### config.mk
export PLATFORM = sky130hd
export DESIGN_NAME = sdram_port_arbiter_flat
export DESIGN_NICKNAME = d
export VERILOG_FILES = /design/src/rtl/sdram_arb_pkg.sv /design/src/rtl/sdram_port_arbiter_if.sv /design/src/rtl/sdram_rr_picker.sv /design/src/rtl/sdram_port_arbiter.sv /design/src/flat_wrapper.sv
export SDC_FILE = /design/constraint.sdc
export NUM_CORES = 1
export LEC_CHECK = 0
export BUFFER_PORTS_ARGS = -buffer_cell sky130_fd_sc_hd__buf_2
export CAP_MARGIN = 10
export CORE_ASPECT_RATIO = 1.5
export CORE_MARGIN = 4
export CORE_UTILIZATION = 46
export DETAILED_ROUTE_END_ITERATION = 10
export HOLD_SLACK_MARGIN = 0.1
export PLACE_DENSITY = 0.88
export RECOVER_POWER = 25
export SLEW_MARGIN = 30
export SYNTH_ARGS = -nofsm -noshare
export SYNTH_HDL_FRONTEND = slang
export SYNTH_SLANG_ARGS = --single-unit
### constraint.sdc
create_clock -name clk50 -period 3.22 [get_ports clk50]
set_input_delay 0 -clock clk50 [delete_from_list [all_inputs] [get_ports clk50]]
set_output_delay 0 -clock clk50 [all_outputs]
set_load 0.01 [all_outputs]
### src/rtl/sdram_arb_pkg.sv
// Shared types and widths for the SDRAM port arbiter: FSM states, owner IDs and bus widths.
package sdram_arb_pkg;

   localparam int ADDR_W = 25;
   localparam int DATA_W = 16;
   localparam int CNT_W  = 8;

   typedef enum logic [1:0] {IDLE, WR_CMD, RD_CMD, RD_WAIT} state_t;
   typedef enum logic [1:0] {OWN_LD, OWN_AUD, OWN_VID} owner_t;

endpackage

### src/rtl/sdram_port_arbiter_if.sv
// Avalon-style SDRAM controller port; master is the arbiter, slave is the controller.
interface sdram_port_arbiter_if;
   import sdram_arb_pkg::*;

   logic [ADDR_W-1:0] m_address;
   logic              m_write;
   logic              m_read;
   logic [DATA_W-1:0] m_writedata;
   logic              m_waitrequest;
   logic [DATA_W-1:0] m_readdata;
   logic              m_readdatavalid;

   modport master (
      output m_address, m_write, m_read, m_writedata,
      input  m_waitrequest, m_readdata, m_readdatavalid
   );

   modport slave (
      input  m_address, m_write, m_read, m_writedata,
      output m_waitrequest, m_readdata, m_readdatavalid
   );

endinterface

### src/rtl/sdram_rr_picker.sv
// Combinational winner select: loader has absolute priority, audio/video alternate on a tie.
module sdram_rr_picker
   import sdram_arb_pkg::*;
(
   input  logic   ld_we,
   input  logic   aud_req,
   input  logic   vid_req,
   input  owner_t last_rd,
   output owner_t win,
   output logic   win_vld
);

   always_comb begin
      win     = OWN_LD;
      win_vld = 1'b1;
      if (ld_we) begin
         win = OWN_LD;
      end else if (aud_req && vid_req) begin
         // On a tie the reader that was not served last goes next.
         win = (last_rd == OWN_AUD) ? OWN_VID : OWN_AUD;
      end else if (aud_req) begin
         win = OWN_AUD;
      end else if (vid_req) begin
         win = OWN_VID;
      end else begin
         win_vld = 1'b0;
      end
   end

endmodule

### src/rtl/sdram_port_arbiter.sv
// Serialises loader writes and audio/video reads onto one SDRAM controller port,
// routing read data back to the requester that issued the read.
module sdram_port_arbiter
   import sdram_arb_pkg::*;
#(
   parameter int TIMEOUT = 255
) (
   input  logic                 clk50,
   input  logic                 reset,

   input  logic                 ld_we,
   input  logic [ADDR_W-1:0]    ld_address,
   input  logic [DATA_W-1:0]    ld_data,
   output logic                 ld_op_begun,

   input  logic                 aud_req,
   input  logic [ADDR_W-1:0]    aud_addr,
   output logic                 aud_ack,
   output logic [DATA_W-1:0]    aud_rdata,
   output logic                 aud_rvalid,

   input  logic                 vid_req,
   input  logic [ADDR_W-1:0]    vid_addr,
   output logic                 vid_ack,
   output logic [DATA_W-1:0]    vid_rdata,
   output logic                 vid_rvalid,

   sdram_port_arbiter_if.master ctrl,

   output logic                 busy,
   output logic                 err_timeout
);

   localparam logic [CNT_W-1:0] TO_LIM = CNT_W'(TIMEOUT);

   state_t            state, state_nxt;
   owner_t            owner, last_rd, win;
   logic              win_vld;
   logic [CNT_W-1:0]  to_cnt;
   logic              rd_done, rd_abort;

   function automatic logic [CNT_W-1:0] sat_inc(input logic [CNT_W-1:0] v);
      return (v == {CNT_W{1'b1}}) ? v : v + CNT_W'(1);
   endfunction

   sdram_rr_picker u_picker (
      .ld_we   (ld_we),
      .aud_req (aud_req),
      .vid_req (vid_req),
      .last_rd (last_rd),
      .win     (win),
      .win_vld (win_vld)
   );

   // Returned data takes precedence over a timeout landing in the same cycle.
   assign rd_done  = (state == RD_WAIT) && ctrl.m_readdatavalid;
   assign rd_abort = (state == RD_WAIT) && !ctrl.m_readdatavalid && (to_cnt >= TO_LIM);

   assign ctrl.m_write = (state == WR_CMD);
   assign ctrl.m_read  = (state == RD_CMD);
   assign busy         = (state != IDLE);

   always_comb begin
      state_nxt   = state;
      ld_op_begun = 1'b0;
      aud_ack     = 1'b0;
      vid_ack     = 1'b0;
      case (state)
         IDLE: begin
            if (win_vld) state_nxt = (win == OWN_LD) ? WR_CMD : RD_CMD;
         end
         WR_CMD: begin
            if (!ctrl.m_waitrequest) begin
               ld_op_begun = 1'b1;
               state_nxt   = IDLE;
            end
         end
         RD_CMD: begin
            if (!ctrl.m_waitrequest) begin
               aud_ack   = (owner == OWN_AUD);
               vid_ack   = (owner == OWN_VID);
               state_nxt = RD_WAIT;
            end
         end
         RD_WAIT: begin
            if (rd_done || rd_abort) state_nxt = IDLE;
         end
         default: state_nxt = IDLE;
      endcase
   end

   always_ff @(posedge clk50) begin
      if (reset) begin
         state            <= IDLE;
         owner            <= OWN_LD;
         last_rd          <= OWN_VID;
         to_cnt           <= '0;
         err_timeout      <= 1'b0;
         ctrl.m_address   <= '0;
         ctrl.m_writedata <= '0;
         aud_rdata        <= '0;
         vid_rdata        <= '0;
         aud_rvalid       <= 1'b0;
         vid_rvalid       <= 1'b0;
      end else begin
         state      <= state_nxt;
         aud_rvalid <= 1'b0;
         vid_rvalid <= 1'b0;
         case (state)
            IDLE: begin
               if (win_vld) begin
                  owner <= win;
                  case (win)
                     OWN_LD:  ctrl.m_address <= ld_address;
                     OWN_AUD: ctrl.m_address <= aud_addr;
                     default: ctrl.m_address <= vid_addr;
                  endcase
                  if (win == OWN_LD) ctrl.m_writedata <= ld_data;
               end
            end
            RD_CMD: begin
               if (!ctrl.m_waitrequest) begin
                  last_rd <= owner;
                  to_cnt  <= '0;
               end
            end
            RD_WAIT: begin
               if (rd_done || rd_abort) begin
                  // An aborted read hands back zero so the client never stalls.
                  if (owner == OWN_AUD) begin
                     aud_rdata  <= rd_done ? ctrl.m_readdata : '0;
                     aud_rvalid <= 1'b1;
                  end else begin
                     vid_rdata  <= rd_done ? ctrl.m_readdata : '0;
                     vid_rvalid <= 1'b1;
                  end
                  if (rd_abort) err_timeout <= 1'b1;
               end else begin
                  to_cnt <= sat_inc(to_cnt);
               end
            end
            default: ;
         endcase
      end
   end

endmodule
### src/flat_wrapper.sv
// flat-port wrapper written by rule: the top's interface ports become plain ports
module sdram_port_arbiter_flat import sdram_arb_pkg::*;
#(
   parameter int TIMEOUT = 255
)
  (clk50, reset, ld_we, ld_address, ld_data, ld_op_begun, aud_req, aud_addr, aud_ack, aud_rdata, aud_rvalid, vid_req, vid_addr, vid_ack, vid_rdata, vid_rvalid, busy, err_timeout, ctrl_m_address, ctrl_m_write, ctrl_m_read, ctrl_m_writedata, ctrl_m_waitrequest, ctrl_m_readdata, ctrl_m_readdatavalid);
  sdram_port_arbiter_if ctrl_i ();
  input  logic clk50;
  input  logic reset;
  input  logic ld_we;
  input  logic [ADDR_W-1:0] ld_address;
  input  logic [DATA_W-1:0] ld_data;
  output logic ld_op_begun;
  input  logic aud_req;
  input  logic [ADDR_W-1:0] aud_addr;
  output logic aud_ack;
  output logic [DATA_W-1:0] aud_rdata;
  output logic aud_rvalid;
  input  logic vid_req;
  input  logic [ADDR_W-1:0] vid_addr;
  output logic vid_ack;
  output logic [DATA_W-1:0] vid_rdata;
  output logic vid_rvalid;
  output logic busy;
  output logic err_timeout;
  output wire logic [$bits(ctrl_i.m_address)-1:0] ctrl_m_address;
  output wire logic [$bits(ctrl_i.m_write)-1:0] ctrl_m_write;
  output wire logic [$bits(ctrl_i.m_read)-1:0] ctrl_m_read;
  output wire logic [$bits(ctrl_i.m_writedata)-1:0] ctrl_m_writedata;
  input wire logic [$bits(ctrl_i.m_waitrequest)-1:0] ctrl_m_waitrequest;
  input wire logic [$bits(ctrl_i.m_readdata)-1:0] ctrl_m_readdata;
  input wire logic [$bits(ctrl_i.m_readdatavalid)-1:0] ctrl_m_readdatavalid;
  assign ctrl_m_address = ctrl_i.m_address;
  assign ctrl_m_write = ctrl_i.m_write;
  assign ctrl_m_read = ctrl_i.m_read;
  assign ctrl_m_writedata = ctrl_i.m_writedata;
  assign ctrl_i.m_waitrequest = ctrl_m_waitrequest;
  assign ctrl_i.m_readdata = ctrl_m_readdata;
  assign ctrl_i.m_readdatavalid = ctrl_m_readdatavalid;
  sdram_port_arbiter #(.TIMEOUT(TIMEOUT)) u_core (.clk50(clk50), .reset(reset), .ld_we(ld_we), .ld_address(ld_address), .ld_data(ld_data), .ld_op_begun(ld_op_begun), .aud_req(aud_req), .aud_addr(aud_addr), .aud_ack(aud_ack), .aud_rdata(aud_rdata), .aud_rvalid(aud_rvalid), .vid_req(vid_req), .vid_addr(vid_addr), .vid_ack(vid_ack), .vid_rdata(vid_rdata), .vid_rvalid(vid_rvalid), .ctrl(ctrl_i), .busy(busy), .err_timeout(err_timeout));
endmodule
After elaboration in Yosys (flattened, before gate mapping)
Index checks and enable logic that the tools add are counted.
- output and inout port bits: 82
- bits in registers: 90
- input port bits: 114
- order comparisons: 1
- bitwise gates (word level): 4
- equal/unequal tests: 14
- add/sub/neg operators: 1
- reductions and logical operators: 19
- multiplexer cells: 29
- operator list (kind ; count):
    $pmux 25 s2 ; 1
    $mux 8 ; 3
    $mux 2 ; 10
    $mux 16 ; 1
    $pmux 8 s2 ; 1
    $mux 1 ; 12
    $ne 2x2->1 const B ; 6
    $reduce_and 3->1 ; 4
    $add 8x1->8 const B ; 1
    $eq 2x1->1 const B ; 4
    $eq 8x8->1 const B ; 1
    $ge 8x8->1 const B ; 1
    $pmux 2 s4 ; 1
    $reduce_and 4->1 ; 2
    $eq 2x2->1 const B ; 3
    $logic_and 1x1->1 ; 4
    $logic_not 2->1 ; 2
    $not 1->1 ; 4
    $reduce_and 2->1 ; 2
    $reduce_bool 2->1 ; 2
    $reduce_or 3->1 ; 1
    $logic_not 1->1 ; 1
    $logic_or 1x1->1 ; 1

Longest topological paths before layout
Gate-level depths: netlist (run 1).
- depth in word-level cells: 8
- gate-level depth with buffers: 7
- gate-level depth less buffers: 5

Hierarchy
Synthesis (run 1) repeated with hierarchy kept, for this count alone.
- cell total of the unflattened synthesis: 452
- area, all modules: 3870.0 um2
- modules (own cells, without submodules) (module ; area each (um2) ; cells each ; times used):
    sdram_port_arbiter ; 3829.9 ; 445 ; 1
    sdram_rr_picker ; 40.0 ; 7 ; 1

Worst setup path before layout (run 1)
Ideal clock, no wire load.
- path type: register to register
- start: register u_core.to_cnt[0]
- end: register u_core.to_cnt[1]
- setup slack: 1.424 ns
- arrival time: 1.726 ns
- stages on the path, launching flop included: 8
- path buffers: 2
- required time: 3.150 ns
- cells stage by stage: dfxtp_1 -> ha_1 -> and2_1 -> buf_2 -> and4_4 -> buf_6 -> or4b_1 -> a21oi_1
- cells in the longest elaborated chain, start to end: 5
- elaborated cells between the ends (all ways): 11
- ends and longest elaborated chain (item ; line ; source):
    start: declaration ; sdram_port_arbiter.sv:39 ; logic [CNT_W-1:0] to_cnt;
    start signal: assignment ; sdram_port_arbiter.sv:139 ; to_cnt <= sat_inc(to_cnt);
    $ge 8x8->1 ; sdram_port_arbiter.sv:57 ; assign rd_abort = (state == RD_WAIT) && !ctrl.m_readdatavalid && (to_cnt >= TO_LIM);
    $logic_and 1x1->1 ; sdram_port_arbiter.sv:57 ;
    $logic_or 1x1->1 ; sdram_port_arbiter.sv:128 ; if (rd_done || rd_abort) begin
    $ne 2x2->1 (no source line) ; - ;
    $reduce_and 4->1 (no source line) ; - ;
Several ways; a longest one is shown, not always the timed one. The select of a mux whose other input is x is not followed.
A chain may end at the register's enable or synchronous reset.

Final worst setup path (run 1)
- start: register u_core.state[0]
- end: register u_core.ctrl.m_address[24]
- cells in the longest elaborated chain, start to end: 2
- ends and longest elaborated chain (item ; line ; source):
    start: declaration ; sdram_port_arbiter.sv:36 ; state_t state, state_nxt;
    start signal: assignment ; sdram_port_arbiter.sv:106 ; state <= state_nxt;
    $logic_not 2->1 ; sdram_port_arbiter.sv:109 ; case (state)
    $reduce_and 2->1 (no source line) ; - ;
    end signal: assignment ; sdram_port_arbiter.sv:114 ; OWN_LD: ctrl.m_address <= ld_address;
    end signal: assignment ; sdram_port_arbiter.sv:115 ; OWN_AUD: ctrl.m_address <= aud_addr;
    end signal: assignment ; sdram_port_arbiter.sv:116 ; default: ctrl.m_address <= vid_addr;
    end: declaration ; sdram_port_arbiter_if.sv:14 ; output m_address, m_write, m_read, m_writedata,
Every way passes these cells.

==> results of run 1 <==
## final cells by class
| cell class | count | area [um2] |
|---|---|---|
| inverters | 3 | 11.3 |
| well taps | 102 | 128 |
| fillers | 523 | 1920 |
| multi-input cells | 274 | 1720 |
| clock inverters | 6 | 81.3 |
| clock buffers | 10 | 239 |
| repair buffers | 283 | 1800 |
| flip-flops and latches | 90 | 1800 |
## what timing repair did
action                                 4_1_cts  5_1_grt
hold buffers                                86        1
endpoints found under the hold margin       76        1
setup endpoints to repair                    0        0
## layer usage
metal	wire length, um	vias up	share of wire
li1	-	2014	-
met1	4960	2133	0.33
met2	7730	313	0.52
met3	1370	84	0.092
met4	858	0	0.058
met5	0	-	0
## power groups by stage
stage / clock network [mW] / registers (mW) / logic (mW)
2_1_floorplan: 0 / 1.28 / 0.241
3_3_place_gp: 0 / 1.25 / 0.449
3_5_place_dp: 0 / 1.25 / 0.462
4_1_cts: 1.12 / 1.23 / 0.580
5_1_grt: 1.17 / 1.24 / 0.657
6_report: 1.12 / 1.24 / 0.611
## worst max-delay path: stages (launching register included)
cell and delay (ps):
dfxtp_1 410, nor2_1 270, nand2_1 600, a221oi_1 560, a211oi_1 150, dlygate4sd3_1 590
## placed cells by master (no fill, tap or decap), types with 4 or more instances in the layout
master,n
a221oi_1,25
nand2_1,70
a21oi_1,25
nor2_1,37
a32o_1,32
clkbuf_16,9
a211oi_1,27
clkbuf_1,43
nand2b_1,5
or3_1,4
dfxtp_1,90
nor2b_1,5
buf_2,151
dlygate4sd3_1,87
## state kept, by name (all words and copies together) (netlist names), 2 cells and up
| signal | flops |
|---|---|
| u_core.aud_rdata | 16 |
| u_core.ctrl.m_address | 25 |
| u_core.ctrl.m_writedata | 16 |
| u_core.last_rd | 2 |
| u_core.owner | 2 |
| u_core.state | 2 |
| u_core.to_cnt | 8 |
| u_core.vid_rdata | 16 |
## cells by family (layout without fill, tap and decap cells)
| logic type | Yosys count | after routing |
|---|---|---|
| mux | 3 | 3 |
| flops | 90 | 90 |
| fa+ha+maj | 1 | 1 |
| buf+inv | 38 | 302 |
| simple gates | 144 | 144 |
| compound gates | 126 | 126 |
## metrics by stage
stage	setup WS [ps]	cell area (um2)
floorplan	1420	3680
global placement	1120	4630
detailed placement	1050	4650
CTS	697	5830
global route	324	5790
finish	525	5790
## how the worst min path moves through the flow
stage,from,endpoint,slack (ps),cells after the start
global route,ld_address[22],u_core.ctrl.m_address[22],100,3
detailed placement,ld_data[10],u_core.ctrl.m_writedata[10],250,3
floorplan,ctrl_m_waitrequest,ld_op_begun,50,1
finish,vid_addr[4],u_core.ctrl.m_address[4],70,3
CTS,ld_address[22],u_core.ctrl.m_address[22],120,3
global placement,ld_data[13],u_core.ctrl.m_writedata[13],240,3
==> flow_summary_export.csv, run 1 <==
group,metric,value,unit
global_routing,overflow,0,
sta,finalSetupTns,0,ps
final_layout,drive_gt1_frac,0.273,
worst_setup_path,crit_path_end_kind,"register",
yosys,yosys.area.top_type_share,0.489,
cts,clock_latency,340,ps
global_routing,met2_usage,0.555,
worst_setup_path,setup.worst_path.start,"u_core.state[0]",
worst_setup_path,startpoint_type,"register",
sta,finalHoldViolCount,0,
sta,fin_crit_sh,0.837,
yosys,synth_fp_nets,517,
drt,vias,4544,
drt,dr.pass1.iters,5,
worst_setup_path,arrival,2920,ps
floorplanning,core_area,7710,um2
power_and_ir_drop,power_frac_comb,0.206,
placed_design,hpwlAfterDp,8180,um
yosys,seq_area_frac_synth,0.489,
power_and_ir_drop,peakVddDrop,0.431,mV
run,maxCapViolations,0,
worst_setup_path,r2r_start,"u_core.state[0]",
yosys,yosysMostFrequentCell,"dfxtp_1",
sta,clock_skew,10.6,ps
drt,ant_nets,0,
floorplanning,dieArea,9540,um2
worst_setup_path,ff2ff_setup_slack,520,ps
cts,clock_path_buffers,2,
sta,hold_ws,67.1,ps
yosys,synth_xor_area_frac,0,
sta,worst_slew_pin_slew,939,ps
global_routing,track_usage,0.311,
yosys,syn_area,3680,um2
placed_design,io_buffers,195,
cts,cts_buffers,9,
sta,slew_headroom,0.372,
power_and_ir_drop,power.density,513,nW/um2
global_routing,grt_pass1_wl,23300,um
yosys,synth_common_cells,"dfxtp_1, nand2_1, nor2_1, a32o_1, a211oi_1",
sta,drv_slew,0,
global_routing,use_met1,0.323,
global_routing,antenna_found_initial,0,
floorplanning,die_w,81.1,um
worst_setup_path,crit_end,"u_core.ctrl.m_address[24]",
floorplanning,num_rows,39,
cts,clock-sinks,90,
sta,grt_setup_unrepaired,"false",
power_and_ir_drop,seqPwrFrac,0.416,
yosys,async_reset_ff_frac,0,
drt,drc,0,
sta,setup_violations,0,
worst_setup_path,rr_worst_depth,5,
yosys,synthMuxAreaShare,0.00815,
floorplanning,die_h,118,um
yosys,synth_compound_area_frac,0.274,
drt,drt_first_iter_violations,322,
power_and_ir_drop,p_total,2.97,mW
final_layout,instances_no_fill,768,
global_routing,grt_max_degree,58,
yosys,synth_edf_count,0,
status,status,"finished clean",
global_routing,busiest_layer,"met2",
placed_design,place_inst,665,
yosys,syn_avg_cell_area,9.17,um2
worst_setup_path,critPathMaxFanout,27,
yosys,synth_flop_cell,"dfxtp_1",
sta,fmax,371,MHz
cts,clockRootBuffer,"clkbuf_16",
drt,wl_per_cell,19.4,um
final_layout,fin_util,0.751,
worst_setup_path,worstSetupPathType,"register to register",
power_and_ir_drop,p_leak,2.47,nW
final_layout,nets,776,
worst_setup_path,timing.rr.end,"u_core.ctrl.m_address[24]",
cts,cts_setup_buffers,0,
yosys,ys_types,42,
cts,cts_resized,0,
yosys,ys_warn_count,0,
global_routing,grt_pass1_vias,4590,
yosys,synthCells,402,
cts,cts_max_level,3,
floorplanning,top_level_ports,196,
drt,wirelength,14900,um
sta,layout_min_cycle_time,2700,ps
worst_setup_path,crit_required,3450,ps
power_and_ir_drop,internal_power,2.11,mW
yosys,yosys.area.top_type,"dfxtp_1",
final_layout,area_delta_synth_final,57.0,%
placed_design,gp_congestion,0.891,
worst_hold_path,hold_path.class,"input port to register",
final_layout,n_antenna_cell,0,
drt,routed_via_density,5.92,
cts,tritoncts,"done",
yosys,synthAdderAreaFrac,0.00340,
power_and_ir_drop,clockPowerShare,0.378,
yosys,synth_top_family_by_area,"compound AO/OA/AOI/OAI gates",
cts,cts.reportedPaths.clkPinSlew,70,ps
yosys,ys_top_cells_by_area,"dfxtp_1, a32o_1, nand2_1",
power_and_ir_drop,swShare,0.290,
power_and_ir_drop,p_switching,0.861,mW
global_routing,use_met3,0.0865,
yosys,synth_seq_cells,90,
floorplanning,start_util,0.478,
yosys,synth-simple-area-share,0.177,
Power figures use the tool's default switching activity.
==> run 2: changes to the inputs <==
Settings changed: CORE_UTILIZATION 46 to 45, PLACE_DENSITY 0.88 to 0.86.
Clock period 3.22 ns to 2.78 ns, I/O delays scaled along.
==> run 2 against run 1 <==
Against the previous run: global-route usage is 0.96 points lower; combinational power is 16% higher; non-clock buffer count is 5 higher; maximum frequency is 8.3% higher; utilization is 2.4 points lower.
==> flow_summary_export.csv, run 2 (synthesized netlist as in run 1, its figures left out) <==
group,metric,value,unit
drt,wirelength,14500,um
worst_setup_path,ff2ff_setup_slack,290,ps
global_routing,busiest_layer,"met2",
floorplanning,start_util,0.460,
floorplanning,die_h,119,um
worst_setup_path,path_buf_inv,2,
floorplanning,dieArea,9730,um2
cts,clock_path_buffers,2,
cts,cts_buffers,9,
worst_hold_path,hold_depth,3,
drt,dr.pass1.iters,6,
cts,clockRootBuffer,"clkbuf_16",
final_layout,multiInputGateArea,1720,um2
worst_setup_path,critPathSlowestCell,"dlygate4sd3_1",
drt,drc,0,
sta,worst_slew_pin_slew,761,ps
cts,tritoncts,"done",
drt,ant_nets,0,
final_layout,drive_gt1_frac,0.280,
cts,clock_latency,340,ps
final_layout,top_register,"u_core.ctrl.m_address",
final_layout,fin_util,0.726,
global_routing,use_met3,0.0734,
global_routing,grt_pass1_wl,22500,um
final_layout,fill_cells,574,
cts,cts_max_level,3,
worst_setup_path,arrival,2770,ps
placed_design,hpwlAfterDp,8110,um
global_routing,use_met1,0.294,
placed_design,gp_congestion,0.823,
global_routing,antenna_found_initial,1,
sta,clock_skew,6.01,ps
drt,vias,4487,
placed_design,placed_area,4690,um2
run,maxCapViolations,0,
sta,drv_slew,0,
sta,slew_headroom,0.492,
global_routing,met2_usage,0.536,
worst_setup_path,timing.rr.end,"u_core.ctrl.m_address[17]",
cts,cts_setup_buffers,0,
sta,finalSetupTns,0,ps
worst_setup_path,critPathMaxFanout,20,
sta,setup_violations,0,
worst_setup_path,startpoint_type,"register",
power_and_ir_drop,peakVddDrop,0.433,mV
power_and_ir_drop,p_leak,2.50,nW
worst_setup_path,cpMostUsedCell,"nor2_1",
global_routing,overflow,0,
drt,routed_via_density,5.77,
floorplanning,top_level_ports,196,
drt,drt_first_iter_violations,290,
sta,grt_setup_unrepaired,"false",
status,status,"finished clean",
power_and_ir_drop,p_total,3.42,mW
sta,layout_min_cycle_time,2490,ps
final_layout,stdcell_area,5820,um2
placed_design,io_buffers,195,
final_layout,largest_register_ffs,25,
final_layout,nets,781,
final_layout,area_delta_synth_final,57.9,%
cts,clock-sinks,90,
worst_setup_path,worstSetupPathType,"register to register",
worst_setup_path,crit_required,3060,ps
worst_hold_path,hold_path.class,"input port to register",
global_routing,grt_pass1_vias,4696,
final_layout,ff_latch_area,1800,um2
floorplanning,core_area,8010,um2
worst_setup_path,crit_chain,"nor2_1 > and2_1 > buf_4 > nor2_1 > a211oi_1 > dlygate4sd3_1",
worst_setup_path,rr_worst_depth,6,
worst_hold_path,min_from,"vid_addr[2]",
sta,fmax,402,MHz
final_layout,layout_commonest_cell,"buf_2",
global_routing,grt_max_degree,35,
drt,wl_per_cell,18.7,um
worst_setup_path,crit_path_end_kind,"register",
worst_hold_path,holdPathEnd,"u_core.ctrl.m_address[2]",
cts,cts.reportedPaths.clkPinSlew,70,ps
sta,finalHoldViolCount,0,
floorplanning,num_rows,40,
power_and_ir_drop,power.density,588,nW/um2
worst_setup_path,r2r_start,"u_core.state[0]",
floorplanning,die_w,81.9,um
worst_setup_path,critPathTopFamily,"buffers and inverters",
global_routing,track_usage,0.301,
sta,fin_crit_sh,0.895,
worst_setup_path,max_stage_delay,630,ps
final_layout,final_cell_mix,"buf_2, dfxtp_1, dlygate4sd3_1",
[run 2: cell count changes in the layout (fill, tap and decap cells not counted), sizes merged]
cell         delta
buf             +6
clkinv          -2
inv             +2
diode           +1
dlygate4sd3     -1
[run 2: metrics by stage]
step | instances | worst slack, ps | hold slack, ps
detailed placement | 674 | 782 | 249
global route | 777 | 154 | 162
global placement | 674 | 886 | 241
finish | 777 | 291 | 105
floorplan | 402 | 984 | 46.4
CTS | 776 | 266 | 101
[run 2: what timing repair did]
item,CTS,global route
hold buffers,86,0
endpoints found under the hold margin,77,0
setup endpoints to repair,0,14
resized for setup,0,1
[run 2: worst max-delay path by stage]
stage | from | endpoint | cells past startpoint | slack [ps]
floorplan | u_core.to_cnt[0] | u_core.to_cnt[1] | 7 | 980
global placement | u_core.to_cnt[0] | u_core.vid_rdata[6] | 5 | 890
detailed placement | u_core.to_cnt[0] | u_core.aud_rdata[10] | 5 | 780
CTS | u_core.state[1] | u_core.ctrl.m_address[4] | 5 | 270
global route | u_core.state[1] | u_core.ctrl.m_address[17] | 6 | 150
finish | u_core.state[0] | u_core.ctrl.m_address[17] | 6 | 290
[run 2: per-layer routing]
layer | part of all wire | vias to the layer above
li1 | - | 2026
met1 | 0.32 | 2073
met2 | 0.52 | 313
met3 | 0.090 | 75
met4 | 0.064 | 0
met5 | 0 | -
[run 2: report_power, final]
part           internal [mW]  switching (mW)
clock                  0.741           0.540
sequential              1.37          0.0582
combinational          0.333           0.376
[run 2: area by class of cell]
type                    instances  area share
repair buffers                288       0.316
diodes                          1    0.000430
clock buffers                  10      0.0411
multi-input cells             274       0.296
well taps                     105      0.0226
clock inverters                 6      0.0131
flip-flops and latches         90       0.310
inverters                       3     0.00194
[run 2: worst min-delay path, cell delays in order]
cell and delay, ps:
buf_2 80, a221oi_1 70, a211oi_1 240
==> run 3: changes to the inputs <==
Settings changed: PLACE_DENSITY 0.86 to 0.81.
==> run 3 against run 2 <==
Against the previous run: power about the same; clock power hardly changed; utilization fell by 0.11 points; global-route usage shrank 2.1 points; flip-flop and latch count did not move; final cell count unchanged; routed wire length is 5.6% lower; first-iteration DRC count increased by 9.3%; critical path depth decreased by 1; clock skew grew 2.3 ps.
==> flow_summary_export.csv, run 3 (synthesized netlist as in run 1, its figures left out) <==
group,metric,value,unit
drt,drt_first_iter_violations,317,
sta,slew_headroom,0.496,
placed_design,gp_congestion,0.861,
final_layout,largest_register_ffs,25,
power_and_ir_drop,p_total,3.42,mW
final_layout,fill_cells,579,
cts,clock-sinks,90,
sta,grt_setup_unrepaired,"false",
drt,wirelength,13700,um
worst_setup_path,crit_required,3010,ps
power_and_ir_drop,swShare,0.285,
power_and_ir_drop,power.density,589,nW/um2
floorplanning,start_util,0.460,
power_and_ir_drop,clockPowerShare,0.376,
floorplanning,top_level_ports,196,
drt,vias,4494,
cts,clock_path_buffers,2,
cts,cts.reportedPaths.clkPinSlew,70,ps
floorplanning,dieArea,9730,um2
final_layout,nets,781,
worst_hold_path,hold_path.class,"input port to register",
final_layout,area_delta_synth_final,57.6,%
sta,drv_slew,0,
sta,finalHoldViolCount,0,
drt,ant_nets,0,
worst_setup_path,critPathMaxFanout,27,
floorplanning,die_w,81.9,um
global_routing,grt_pass1_vias,4445,
drt,wl_per_cell,17.7,um
power_and_ir_drop,internal_power,2.45,mW
power_and_ir_drop,p_switching,0.975,mW
sta,setup_violations,0,
worst_setup_path,worstSetupPathType,"register to register",
final_layout,stdcell_area,5810,um2
status,status,"finished clean",
placed_design,placed_area,4690,um2
global_routing,grt_max_degree,47,
sta,layout_min_cycle_time,2400,ps
final_layout,top_register,"u_core.ctrl.m_address",
cts,tritoncts,"done",
worst_setup_path,rr_worst_depth,5,
power_and_ir_drop,peakVddDrop,0.530,mV
final_layout,layout_commonest_cell,"buf_2",
worst_hold_path,hold_depth,3,
sta,worst_slew_pin_slew,756,ps
global_routing,antenna_found_initial,1,
floorplanning,num_rows,40,
cts,cts_buffers,9,
drt,drc,0,
worst_setup_path,arrival,2630,ps
drt,routed_via_density,5.78,
placed_design,hpwlAfterDp,8190,um
cts,clockRootBuffer,"clkbuf_16",
drt,dr.pass1.iters,5,
global_routing,overflow,0,
power_and_ir_drop,power_frac_comb,0.206,
power_and_ir_drop,seqPwrFrac,0.418,
cts,cts_max_level,3,
sta,finalSetupTns,0,ps
global_routing,grt_pass1_wl,21200,um
sta,clock_skew,8.34,ps
sta,fmax,417,MHz
worst_setup_path,crit_path_end_kind,"register",
final_layout,drive_gt1_frac,0.282,
floorplanning,core_area,8010,um2
cts,cts_setup_buffers,0,
global_routing,track_usage,0.280,
run,maxCapViolations,0,
worst_setup_path,startpoint_type,"register",
cts,clock_latency,350,ps
power_and_ir_drop,p_leak,2.50,nW
placed_design,pre_cts_ws,784,ps
sta,fin_crit_sh,0.864,
final_layout,final_cell_mix,"buf_2, dfxtp_1, dlygate4sd3_1",
floorplanning,die_h,119,um
placed_design,io_buffers,195,
sta,fin_ws,379,ps
## run 3: cell types whose count changed in the layout (fill, tap and decap cells not counted)
cell	change
dlygate4sd3_1	-1
inv_8	+1
a21oi_2	+1
a21oi_4	-1
clkinvlp_4	+1
buf_4	+1
inv_6	-2
## run 3: worst paths after layout
check / startpoint / endpoint / slack [ps]
worst max-delay path: u_core.state[1] / u_core.ctrl.m_address[23] / 380
worst min-delay path: ctrl_m_readdatavalid / u_core.to_cnt[2] / 110
worst max register to register: u_core.state[1] / u_core.ctrl.m_address[23] / 380
worst min register to register: u_core.ctrl.m_writedata[10] / u_core.ctrl.m_writedata[10] / 460
## run 3: per-layer routing
| layer | up-vias | GRT usage | part of all wire |
|---|---|---|---|
| li1 | 2026 | - | - |
| met2 | 287 | 0.493 | 0.52 |
| met5 | - | 0 | 0 |
| met1 | 2101 | 0.284 | 0.34 |
| met4 | 0 | 0.160 | 0.053 |
| met3 | 80 | 0.0787 | 0.095 |
## run 3: what timing repair did
action                     CTS  global route
hold buffers                85             0
gates resized for setup      0             1
setup endpoints to repair    0             3
hold endpoints to repair    77             0
## run 3: layout make-up
cell class | instances | area, um2 | share of cell area
Antenna cell | 1 | 2.50 | 0.000431
Clock buffer | 10 | 239 | 0.0411
Clock inverter | 6 | 77.6 | 0.0134
Inverter | 3 | 11.3 | 0.00194
Multi-Input combinational cell | 274 | 1710 | 0.295
Sequential cell | 90 | 1800 | 0.310
Tap cell | 105 | 131 | 0.0226
Timing Repair Buffer | 288 | 1830 | 0.316
## run 3: power by group through the flow
stage	clock [mW]	combinational, mW	sequential, mW
3_5_place_dp	0	0.542	1.45
5_1_grt	1.35	0.761	1.44
4_1_cts	1.29	0.680	1.42
3_3_place_gp	0	0.528	1.45
2_1_floorplan	0	0.279	1.48
6_report	1.29	0.706	1.43
## run 3: critical path, cell delays in order (launching register included)
cell           delay (ps)
dfxtp_1               390
nor2_1                300
nand2_2               390
a221oi_1              460
a211oi_1              160
dlygate4sd3_1         590
## run 3: metrics by stage
stage | hold slack (ps) | util | instances
finish | 108 | 0.725 | 777
global route | 131 | 0.725 | 777
CTS | 101 | 0.731 | 776
detailed placement | 250 | 0.586 | 675
global placement | 241 | 0.586 | 675
floorplan | 46.4 | - | 402
